File: src/rtl/bcd_seq_conv.sv
// rtl/bcd_seq_conv.sv - sequential double-dabble binary to BCD converter with 7-segment decode
// One bit per SHIFT cycle; results and segment patterns are registered in LOAD.
module bcd_seq_conv #(
  parameter int WIDTH    = 7,
  parameter int DIGITS   = 3,
  parameter int BLANK_LZ = 1
) (
  input  logic                  clk,
  input  logic                  rst_n,
  input  logic                  start,
  input  logic [WIDTH-1:0]      bin,
  output logic                  busy,
  output logic                  done,
  output logic                  ovf,
  output logic [4*DIGITS-1:0]   bcd,
  output logic [7*DIGITS-1:0]   seg
);

  localparam int BW = 4 * DIGITS;
  localparam int SW = 7 * DIGITS;
  localparam int CW = $clog2(WIDTH + 1);

  localparam logic [6:0]    SEG_BLANK = 7'b1111111;
  localparam logic [6:0]    SEG_DASH  = 7'b1111110;
  localparam logic [CW-1:0] CNT_INIT  = CW'(WIDTH);
  localparam logic [CW-1:0] CNT_LAST  = CW'(1);

  function automatic logic [31:0] pow10(input int n);
    logic [31:0] p;
    p = 32'd1;
    for (int i = 0; i < n; i++) p = p * 32'd10;
    return p;
  endfunction

  localparam logic [31:0] LIMIT = pow10(DIGITS);

  function automatic logic [6:0] seg_dec(input logic [3:0] d);
    case (d)
      4'd0:    seg_dec = 7'b0000001;
      4'd1:    seg_dec = 7'b1001111;
      4'd2:    seg_dec = 7'b0010010;
      4'd3:    seg_dec = 7'b0000110;
      4'd4:    seg_dec = 7'b1001100;
      4'd5:    seg_dec = 7'b0100100;
      4'd6:    seg_dec = 7'b0100000;
      4'd7:    seg_dec = 7'b0001111;
      4'd8:    seg_dec = 7'b0000000;
      4'd9:    seg_dec = 7'b0001100;
      default: seg_dec = SEG_BLANK;
    endcase
  endfunction

  typedef enum logic [1:0] {IDLE, SHIFT, LOAD} state_t;

  state_t            state_q, state_d;
  logic [WIDTH-1:0]  sh_q, sh_d;
  logic [BW-1:0]     scr_q, scr_d;
  logic [CW-1:0]     cnt_q, cnt_d;
  logic              ovf_lat_q, ovf_lat_d;
  logic [BW-1:0]     bcd_q, bcd_d;
  logic [SW-1:0]     seg_q, seg_d;
  logic              ovf_q, ovf_d;
  logic              done_q, done_d;
  logic              busy_q, busy_d;

  logic [BW-1:0]       adj;
  logic [BW+WIDTH-1:0] shifted;
  logic [SW-1:0]       seg_new;
  logic                nz_seen;
  logic                in_ovf;

  assign in_ovf = {{(32-WIDTH){1'b0}}, bin} >= LIMIT;

  always_comb begin
    adj = scr_q;
    for (int k = 0; k < DIGITS; k++) begin
      if (scr_q[4*k +: 4] >= 4'd5) adj[4*k +: 4] = scr_q[4*k +: 4] + 4'd3;
    end
    shifted = {adj, sh_q};
    shifted = shifted << 1;
  end

  // Walk from the top digit so leading zeros blank until the first nonzero digit.
  always_comb begin
    seg_new = '1;
    nz_seen = 1'b0;
    for (int k = DIGITS - 1; k >= 0; k--) begin
      if (scr_q[4*k +: 4] != 4'd0) nz_seen = 1'b1;
      if (ovf_lat_q)
        seg_new[7*k +: 7] = SEG_DASH;
      else if ((BLANK_LZ != 0) && !nz_seen && (k != 0))
        seg_new[7*k +: 7] = SEG_BLANK;
      else
        seg_new[7*k +: 7] = seg_dec(scr_q[4*k +: 4]);
    end
  end

  always_comb begin
    state_d   = state_q;
    sh_d      = sh_q;
    scr_d     = scr_q;
    cnt_d     = cnt_q;
    ovf_lat_d = ovf_lat_q;
    bcd_d     = bcd_q;
    seg_d     = seg_q;
    ovf_d     = ovf_q;
    done_d    = 1'b0;
    busy_d    = busy_q;
    case (state_q)
      IDLE: begin
        busy_d = 1'b0;
        if (start) begin
          sh_d      = bin;
          scr_d     = '0;
          cnt_d     = CNT_INIT;
          ovf_lat_d = in_ovf;
          busy_d    = 1'b1;
          state_d   = SHIFT;
        end
      end
      SHIFT: begin
        scr_d = shifted[BW+WIDTH-1:WIDTH];
        sh_d  = shifted[WIDTH-1:0];
        cnt_d = cnt_q - CNT_LAST;
        if (cnt_q == CNT_LAST) state_d = LOAD;
      end
      LOAD: begin
        bcd_d   = scr_q;
        seg_d   = seg_new;
        ovf_d   = ovf_lat_q;
        done_d  = 1'b1;
        state_d = IDLE;
      end
      default: state_d = IDLE;
    endcase
  end

  // busy stays up through the done cycle so both drop on the same edge.
  always_ff @(posedge clk) begin
    if (!rst_n) begin
      state_q   <= IDLE;
      sh_q      <= '0;
      scr_q     <= '0;
      cnt_q     <= '0;
      ovf_lat_q <= 1'b0;
      bcd_q     <= '0;
      seg_q     <= '1;
      ovf_q     <= 1'b0;
      done_q    <= 1'b0;
      busy_q    <= 1'b0;
    end else begin
      state_q   <= state_d;
      sh_q      <= sh_d;
      scr_q     <= scr_d;
      cnt_q     <= cnt_d;
      ovf_lat_q <= ovf_lat_d;
      bcd_q     <= bcd_d;
      seg_q     <= seg_d;
      ovf_q     <= ovf_d;
      done_q    <= done_d;
      busy_q    <= busy_d;
    end
  end

  assign busy = busy_q;
  assign done = done_q;
  assign ovf  = ovf_q;
  assign bcd  = bcd_q;
  assign seg  = seg_q;

endmodule

File: config.mk
export PLATFORM = sky130hd
export DESIGN_NAME = bcd_seq_conv
export DESIGN_NICKNAME = d
export VERILOG_FILES = /design/src/rtl/bcd_seq_conv.sv
export SDC_FILE = /design/constraint.sdc
export NUM_CORES = 1
export LEC_CHECK = 0
export CORE_MARGIN = 5
export CORE_UTILIZATION = 55
export DETAILED_ROUTE_END_ITERATION = 12
export PLACE_DENSITY = 0.78
export SLEW_MARGIN = 15
export SYNTH_ARGS = -nofsm -noshare
export SYNTH_HDL_FRONTEND = slang
export SYNTH_SLANG_ARGS = --single-unit
File: constraint.sdc
create_clock -name clk -period 2.9 [get_ports clk]
set_clock_uncertainty 0.15 [all_clocks]
set_input_delay 0.58 -clock clk [delete_from_list [all_inputs] [get_ports clk]]
set_output_delay 0.58 -clock clk [all_outputs]
set_load 0.02 [all_outputs]
# Word level (Yosys, flattened, before mapping)
# Memories as Yosys holds them, arrays and structs flattened. A register that Yosys moved wholly into a read port is not among the register bits.
# Index checks and enable logic that the tools add are counted.
word_totals:
  register_bits: 59
  latchBits: 0
  mem_bits_rw: 0
  rom_bits: 336
  out_inout_bits: 36
  memories: 3
memory_table:
  columns: ["name", "words", "width", "read_ports", "rd_clocked_by_memory_dff", "wr", "line", "rtl"]
  rows:
  - ["(name not given)", 16, 7, 1, 1, 0, "38", "case (d)"]
  - ["(name not given)", 16, 7, 1, 1, 0, "38", null]
  - ["(name not given)", 16, 7, 1, 1, 0, "38", null]
classes:
  addsub: 4
  multipliers: 0
  n_div: 0
  n_lt_le_gt_ge: 3
  eq_ne: 5
  n_shift: 0
  muxes: 22
  n_bitwise: 0
  reduce_logical: 7
ops:
  columns: ["cell", "n"]
  rows:
  - ["$mux W4", 6]
  - ["$pmux W12 S2", 1]
  - ["$mux W7", 3]
  - ["$pmux W7 S2", 1]
  - ["$ge A4 B3 Y1 const B", 3]
  - ["$mux W12", 1]
  - ["$add A4 B2 Y4 const B", 2]
  - ["$reduce_bool A4 Y1", 2]
  - ["$mux W3", 2]
  - ["$pmux W3 S2", 1]
  - ["$mux W1", 4]
  - ["$mux W2", 2]
  - ["$ne A2 B2 Y1 const B", 2]
  - ["$pmux W2 S2", 1]
  - ["$reduce_and A2 Y1", 2]
  - ["$add A3 B2 Y3 const B", 1]
  - ["$eq A3 B1 Y1 const B", 1]
  - ["$sub A3 B1 Y3 const B", 1]
  - ["$eq A2 B1 Y1 const B", 1]
  - ["$eq A2 B2 Y1 const B", 1]
  - ["$logic_not A2 Y1", 1]
  - ["$reduce_bool A2 Y1", 1]
  - ["$logic_not A1 Y1", 1]

# Logic depth before layout (Yosys ltp)
# Gate-level depths: netlist of run 1.
depth:
  ltp_word: 5
  mapped_depth: 12
  ltp_nobuf: 11

# Worst setup path after synthesis of run 1
# Ideal clock, no wire load.
synth_timing:
  kind: "flip-flop to flip-flop"
  from: "register scr_q[8]"
  to: "register (tool-made name)"
  setup_ps: 128
  arrival_time_ps: 2220
  t_required_ps: 2622
  path_slack_ps: 403
  stages_incl_launch_ff: 11
  path_buffers: 0
  period_less_slack_ps: 2497
  cell_sequence: "dfxtp_1 > inv_1 > ha_1 > or2b_1 > a21oi_1 > mux2i_1 > and2_1 > inv_1 > ha_1 > nor3_1 > nor3_1"
synth_rtl:
  columns: ["item", "line", "rtl"]
  rows:
  - ["start: declaration", "57", "logic [BW-1:0] scr_q, scr_d;"]
  - ["start signal: assignment", "154", "scr_q <= scr_d;"]

==> impl_summary.md, run 1 <==
Logic synthesis
In this run, distinct cell masters in the synthesized netlist total 58. The sequential fraction of the synthesis area is 0.4171. A synthesized cell averages 8.780 sq um. The netlist area before placement is 0.003503 sq mm. The prevailing post-synth register cell is dfxtp_1. The number of enable-type register cells in the synthesized netlist is 0. For this run, asynchronously set or reset flops after synthesis account for 0. The number of nets handed over by synthesis was 434.

The total of flip-flops plus latches after synthesis is 73. The synthesized instance count is 399. The number of warning messages in the yosys log is 0.

Floorplanning
The core region is 0.006277 sq mm. For this configuration, the core starts out at a cell density of 0.5581. The die covers 0.008066 sq mm. The chip height is 89.81 um. The number of top-level pins is 46. From left edge to right edge, the die measures 89.81 um. The floorplan has 29 rows.

Placed design
Once placement finished, the instance area stood at 0.004023 sq mm. Port buffering added 44 buffers. Routability-driven placement finished with a final weighted congestion of 0.8989.

Once detailed placement completed, the half-perimeter wirelength came to 5445 um. The worst slack at placement is -0.02694 ns. The cell count after placement is 512.

Power
The worst supply voltage drop on vdd is 0.0003089 V. Summed over all cells, the static leakage comes to 1.690 nW. The overall power consumption is 2.089 mW. In this run the power density over the cells is 491.4 mW/mm^2.

Clock tree
After clock tree synthesis, the clock-pin slew on the worst setup and hold paths is 0.08 ns. The number of clock buffers added by TritonCTS is 9. Buffers added to address setup during post-CTS repair amount to 0. The H-tree was split into 3 levels. Counting along the longest clock path gives a buffer depth of 2.

Clock tree synthesis found a total of 73 sinks. The count of hold-fix buffers inserted at cts is 0. Clock tree synthesis selected as its root buffer the cell clkbuf_8. TritonCTS built the clock tree. The later pin in the worst-skew pair is clocked with a latency of 0.36 ns. The number of gates given a new drive strength after cts is 0.

Timing
The shortest period the worst path allows is 2.607 ns. In this run the tightest slew margin relative to its limit is 0.6158. The number of endpoints failing setup at the final stage is 0. The number of pins exceeding their max-slew limit in the final report was 0. The achievable frequency is 383.6 MHz. The number of endpoints with negative hold slack in the final report was 0. The final hold slack is 0.2972 ns. At the pin with the least slew margin, the transition time is 0.5762 ns.

Setup repair after global routing left no endpoint under its margin. The aggregate negative setup slack is 0 ns. Dividing the final minimum period by the clock period gives 0.8990. After layout, the worst setup slack is 0.2930 ns.

Drt
The detail route stage leaves a number of antenna-violating nets equal to 0. The number of iterations in the first detailed-routing pass is 4. Using the TritonRoute via totals, the vias-per-cell ratio works out to 5.525. Wires add up to 7588 um. The average detailed-routed wire length per instance is 14.37 um. For this run, design rule violations remaining after detail routing come to 0.

The total via count after detailed routing is 2917. The detailed router's first-iteration violation count is 244.

Worst hold path
The worst hold path belongs to the class reg -> reg.

Cells and area
The cell area after layout is 0.004250 sq mm. The share of final-layout standard cells stronger than drive strength 1 is 0.1242. Fill cells in the final layout number 509. The number of standard cells in the final layout excluding fillers is 528.

In the final design database the tool counted 481 nets. 0 antenna diodes ended up in the layout. The post-synthesis to final-layout area growth is 21.32%. For this run, the share of the core covered by cells in the final layout is 0.6771.

Critical path
The type of the setup path with the least slack is reg -> reg. The worst setup path is captured at a register. The worst setup path is launched from a register.

The number of cells on the worst reg-to-reg path is 10. The worst-case register-to-register setup slack is 0.29 ns. The arrival time at the worst endpoint is 2.70 ns. The worst setup path startpoint is scr_q[9]$_SDFFE_PN0N_. The largest fanout on the critical path is 5.

STA puts the critical path data required time at 2.99 ns. In this run the critical register-to-register path is launched from scr_q[9]$_SDFFE_PN0N_.

Global routing
The first-pass GRT wire length is 12770 um. The number of global-route vias before repair is 2739. Summed over all layers, the global routing overflow is 0.

The aggregate global-route resource usage is 0.1904. The number of antenna violations at the first check in global routing is 0. Entering global routing, the biggest net connects 32 pins.

Run
The number of maximum-capacitance violations is 0.

Run status
The flow ran to the end, and the final reports show no timing, DRC or antenna violations.
synthesized netlist by cell type (2+ instances only):
cell type / n / area [sq um]
dfxtp_1: 73 / 1461
nand2_1: 57 / 214.0
nor2_1: 28 / 105.1
a21oi_1: 27 / 135.1
o21ai_0: 27 / 135.1
ha_1: 25 / 312.8
inv_1: 21 / 78.83
clkbuf_1: 15 / 56.30
nor3_1: 14 / 70.07
a211oi_1: 11 / 82.58
mux2i_1: 11 / 110.1
o22ai_1: 7 / 43.79
buf_6: 5 / 56.30
nand2b_1: 5 / 31.28
nand3_1: 5 / 25.02
o211ai_1: 5 / 37.54
a31oi_1: 4 / 25.02
a311oi_1: 3 / 26.28
buf_4: 3 / 22.52
inv_2: 3 / 11.26
nor3b_1: 3 / 22.52
a221oi_1: 2 / 17.52
a22oi_1: 2 / 15.01
a31o_2: 2 / 17.52
and2_2: 2 / 15.01
and3_1: 2 / 12.51
buf_2: 2 / 10.01
nor2b_1: 2 / 12.51
o311ai_0: 2 / 17.52
or2b_1: 2 / 15.01
xnor2_1: 2 / 17.52
layout make-up:
type,instances,area (sq um),area share
Clock buffer,10,137.6,0.03238
Clock inverter,6,90.09,0.02120
Inverter,24,90.09,0.02120
Multi-Input combinational cell,275,1792,0.4215
Sequential cell,73,1461,0.3438
Tap cell,77,96.34,0.02267
Timing Repair Buffer,63,583.1,0.1372
critical path, stage by stage, from the launching register on:
cell and delay, ns:
dfxtp_1 0.35, inv_1 0.11, ha_1 0.20, or2b_1 0.26, a21oi_1 0.25, mux2i_1 0.25
and2_1 0.25, inv_1 0.10, ha_1 0.19, nor3_1 0.29, nor3_1 0.09
logic make-up after synthesis:
family,after synthesis,synth area share
muxes,11,0.03143
other,1,0.001070
xor gates and xnor gates,2,0.005001
AOI/OAI and AO/OA,104,0.1971
DFF,73,0.4171
buffers and inverters,51,0.07214
and+or+nand+nor,132,0.1868
adders and majority gates,25,0.08929
per-layer routing:
| layer | part of all wire | vias up | track usage |
|---|---|---|---|
| met1 | 0.46 | 1354 | 0.2382 |
| met2 | 0.45 | 65 | 0.2970 |
| met5 | 0 | - | 0 |
| met3 | 0.063 | 18 | 0.05593 |
| li1 | - | 1480 | - |
| met4 | 0.021 | 0 | 0.09572 |
power breakdown:
part | leakage [nW] | internal (mW) | total (mW) | switching [mW]
Sequential | 0.592 | 1.02 | 1.04 | 0.0157
Combinational | 0.985 | 0.0619 | 0.143 | 0.0808
Clock | 0.113 | 0.511 | 0.908 | 0.398
Total | 1.69 | 1.59 | 2.09 | 0.494
cell usage in the layout (no fill, tap or decap), drive strengths merged, types with 2 or more instances in the layout:
| cell | instances |
|---|---|
| o31a | 2 |
| ha | 25 |
| nand2 | 58 |
| nor3b | 4 |
| buf | 19 |
| o311ai | 2 |
| xnor2 | 2 |
| clkinv | 2 |
| o21bai | 2 |
| clkdlybuf4s50 | 44 |
| o22ai | 7 |
| a21oi | 27 |
| o211ai | 5 |
| o21ai | 27 |
| a221oi | 2 |
| inv | 25 |
| a22oi | 2 |
| nand3 | 5 |
| or2b | 2 |
| nor2b | 2 |
| bufinv | 2 |
| and2 | 3 |
| a31oi | 4 |
| clkbuf | 10 |
| and3 | 2 |
| nand3b | 2 |
| nand2b | 5 |
| dfxtp | 73 |
| nor3 | 14 |
| a311oi | 4 |
| mux2i | 11 |
| a211oi | 11 |
| a31o | 2 |
| nor2 | 28 |
worst min path at each step:
stage                     startpoint                    to  slack (ns)  depth (start not counted)
after floorplan             register  seg[10]$_SDFFE_PN1P_        0.27                          2
after global placement      register  seg[13]$_SDFFE_PN1P_        0.27                          2
after detailed placement    register  seg[13]$_SDFFE_PN1P_        0.28                          2
after CTS                   register  seg[13]$_SDFFE_PN1P_        0.30                          2
after global routing        register   seg[8]$_SDFFE_PN1P_        0.33                          2
final                       register  seg[13]$_SDFFE_PN1P_        0.30                          2
Note: power is estimated with default switching activity, not from simulation.
==> run 2, diff against run 1 <==
- CELL_PAD_IN_SITES_DETAIL_PLACEMENT: default -> 0
- CELL_PAD_IN_SITES_GLOBAL_PLACEMENT: default -> 1
- CORE_UTILIZATION: 55 -> 42
==> run 2 against run 1 <==
Sequential share of layout area fell by 0.56 points. Worst setup slack got worse by 0.021 ns. Final cell count rose by 5.9%. Critical path depth rose by 1. Register-to-register slack got worse by 0.02 ns. Largest cell class unchanged.
==> impl_summary.md, run 2 (synthesis gave the netlist of run 1 again) <==
Floorplanning
The initial utilization of the core area, before any placement, comes to 0.4285. Row generation in the floorplan step produced 33 rows. The chip height is 101.3 um.

46 I/O pins were placed. The die covers 0.01027 sq mm. After floorplanning, the core was sized to cover 0.008175 sq mm.

From left edge to right edge, the die measures 101.3 um.

Timing
Setup repair after global routing left no endpoint under its margin. The number of endpoints with negative hold slack in the final report is 0. The achievable frequency is 380.5 MHz. The number of pins exceeding their max-slew limit in the final report is 0.

After layout, the worst setup slack is 0.2722 ns. The final hold slack is 0.2934 ns. Setup violations remaining at the end of the flow were counted as 0. The transition time of the tightest slew-check pin is 0.6088 ns.

The shortest period the worst path allows is 2.628 ns. The relative slew slack is 0.5924. Summed over all failing endpoints, the final setup total negative slack is 0 ns. In the finished design, the share of the clock period the worst path needs comes to 0.9062.

Cells and area
The number of standard cells in the final layout excluding fillers is 559. The repair_antennas step left the layout with diodes totalling 0. For this run, the share of the core covered by cells in the final layout is 0.5285. Leaving out fill and tap cells, the most frequent cell in the layout is dfxtp_1. The cell area after layout is 0.004320 sq mm. At the end of the flow, the number of nets in the layout was 484. In the final layout, the share of cells above drive strength 1 is 0.1366. The post-synthesis to final-layout area growth is 23.32%.

The library cells used most frequently in the layout, excluding fill and tap cells, are dfxtp_1 (73), nand2_1 (57), clkdlybuf4s50_1 (44), nor2_1 (28).

Power
The share of total power dissipated in sequential elements is 0.502. The internal portion of the total power is 1.571 mW. The share of total power dissipated in combinational logic is 0.070.

The design draws 2.072 mW. The power spent charging and discharging nets is 0.5009 mW. Power spread over the standard cell area amounts to 479.6 mW/mm^2. The worst supply voltage drop on vdd is 0.0002200 V. The static leakage power is 1.710 nW. The relative contribution of the clock network to total power is 0.428. Of the total power, the share spent switching nets is 0.2417.

Run status
The run finished with clean final reports.

Drt
The final antenna-violating net count is 0. The via-per-instance ratio is 5.140. The final layout contains routed wiring with a total length of 8106 um. The total via count after detailed routing is 2873. The detailed router's first-iteration violation count is 130. Before antenna repair, the detailed router went through 4 iterations. After detailed routing, the average wire length per cell comes to 14.50 um. The count of unresolved DRC violations after routing is 0.

Placed design
The number of placed instances, taps included, is 543. Summed over all nets, the half-perimeter wirelength after detailed placement is 5770 um. The placed instances occupy a cell area of 0.004093 sq mm. Routability-driven placement finished with a final weighted congestion of 0.8820. Port buffering added 44 buffers. The worst slack at placement is 0.04813 ns.

Run
Across the run, the number of max-cap violations was 0.

Critical path
The largest stage delay on the critical path is 0.40 ns. The largest fanout on the critical path is 4. The worst setup path is of the reg -> reg kind.

Data on the critical path is required at its endpoint by 3.03 ns. The worst setup path is launched from a register. The buffer and inverter count on the worst path is 3. The signal on the critical path passes through buf_4 > ha_1 > nand2b_1 > nor3b_1 > a21oi_1 > o21ai_0 > inv_1 > ha_1 > inv_1 > a21o_1 > a21oi_1. The arrival time at the worst endpoint is 2.76 ns. The standard cell with the maximum stage delay on the critical path is dfxtp_1. The worst setup path is captured at a register. The kind of cell adding the most delay to the critical path is compound AO/OA/AOI/OAI gates.

Worst hold path
The worst hold path belongs to the class reg -> reg.

Global routing
The number of global-route vias before repair came to 2815. Entering global routing, the biggest net connects 32 pins. The aggregate global-route resource usage is 0.1670. The first global-routing pass estimated 13600 um of wire. The total grt overflow is 0.

The number of antenna violations at the first check in global routing is 0.

Clock tree
The clock tree from TritonCTS is done. The number of clock buffers added by TritonCTS is 9. The worst-case clock buffer depth is 2. The clock root buffer is clkbuf_8. The clock reaches the later pin of the worst-skew pair after 0.36 ns.

The clock net in this run drives a total of 73 sinks. The count of H-tree levels built during CTS is 3. The clock-pin slew on the worst setup and hold paths is 0.08 ns.
## run 2: what timing repair did
action	in CTS	in global routing
buffers inserted	0	0
gates resized for setup	0	4
hold buffers	0	0
endpoints found under the setup margin	0	3
## run 2: layout make-up
cell class / count / area, sq um
flip-flops and latches: 73 / 1461
well taps: 105 / 131.4
repair buffers: 66 / 618.1
fillers: 750 / 3855
clock buffers: 9 / 123.9
multi-input cells: 275 / 1800
inverters: 24 / 90.09
clock inverters: 7 / 95.09
## run 2: metal layers
layer  GRT usage  up-vias  routed length [um]
met5           0        -                   0
met4     0.06646        0                 127
met3     0.03719       12                 403
met2      0.2555       61                3682
met1      0.2285     1322                3893
li1            -     1478                   -
## run 2: power by group through the flow
stage | clock network, mW | registers [mW] | logic [mW]
after floorplan | 0 | 1.06 | 0.0999
after global placement | 0 | 1.06 | 0.143
after detailed placement | 0 | 1.06 | 0.145
after CTS | 0.911 | 1.04 | 0.146
after global routing | 0.961 | 1.04 | 0.160
final | 0.887 | 1.04 | 0.146
## run 2: path summary, 6_finish.rpt
path | to | depth (start not counted) | slack [ns] | start
max reg2reg | register | 11 | 0.27 | scr_q[0]$_SDFFE_PN0N_
min | seg[11]$_SDFFE_PN1P_ | 2 | 0.29 | register
max | register | 11 | 0.27 | scr_q[0]$_SDFFE_PN0N_
min reg2reg | seg[11]$_SDFFE_PN1P_ | 2 | 0.29 | register
## run 2: worst min-delay path: stages, from the launching register on
cell	delay, ns
dfxtp_1	0.31
o22ai_1	0.06
nand2_1	0.06
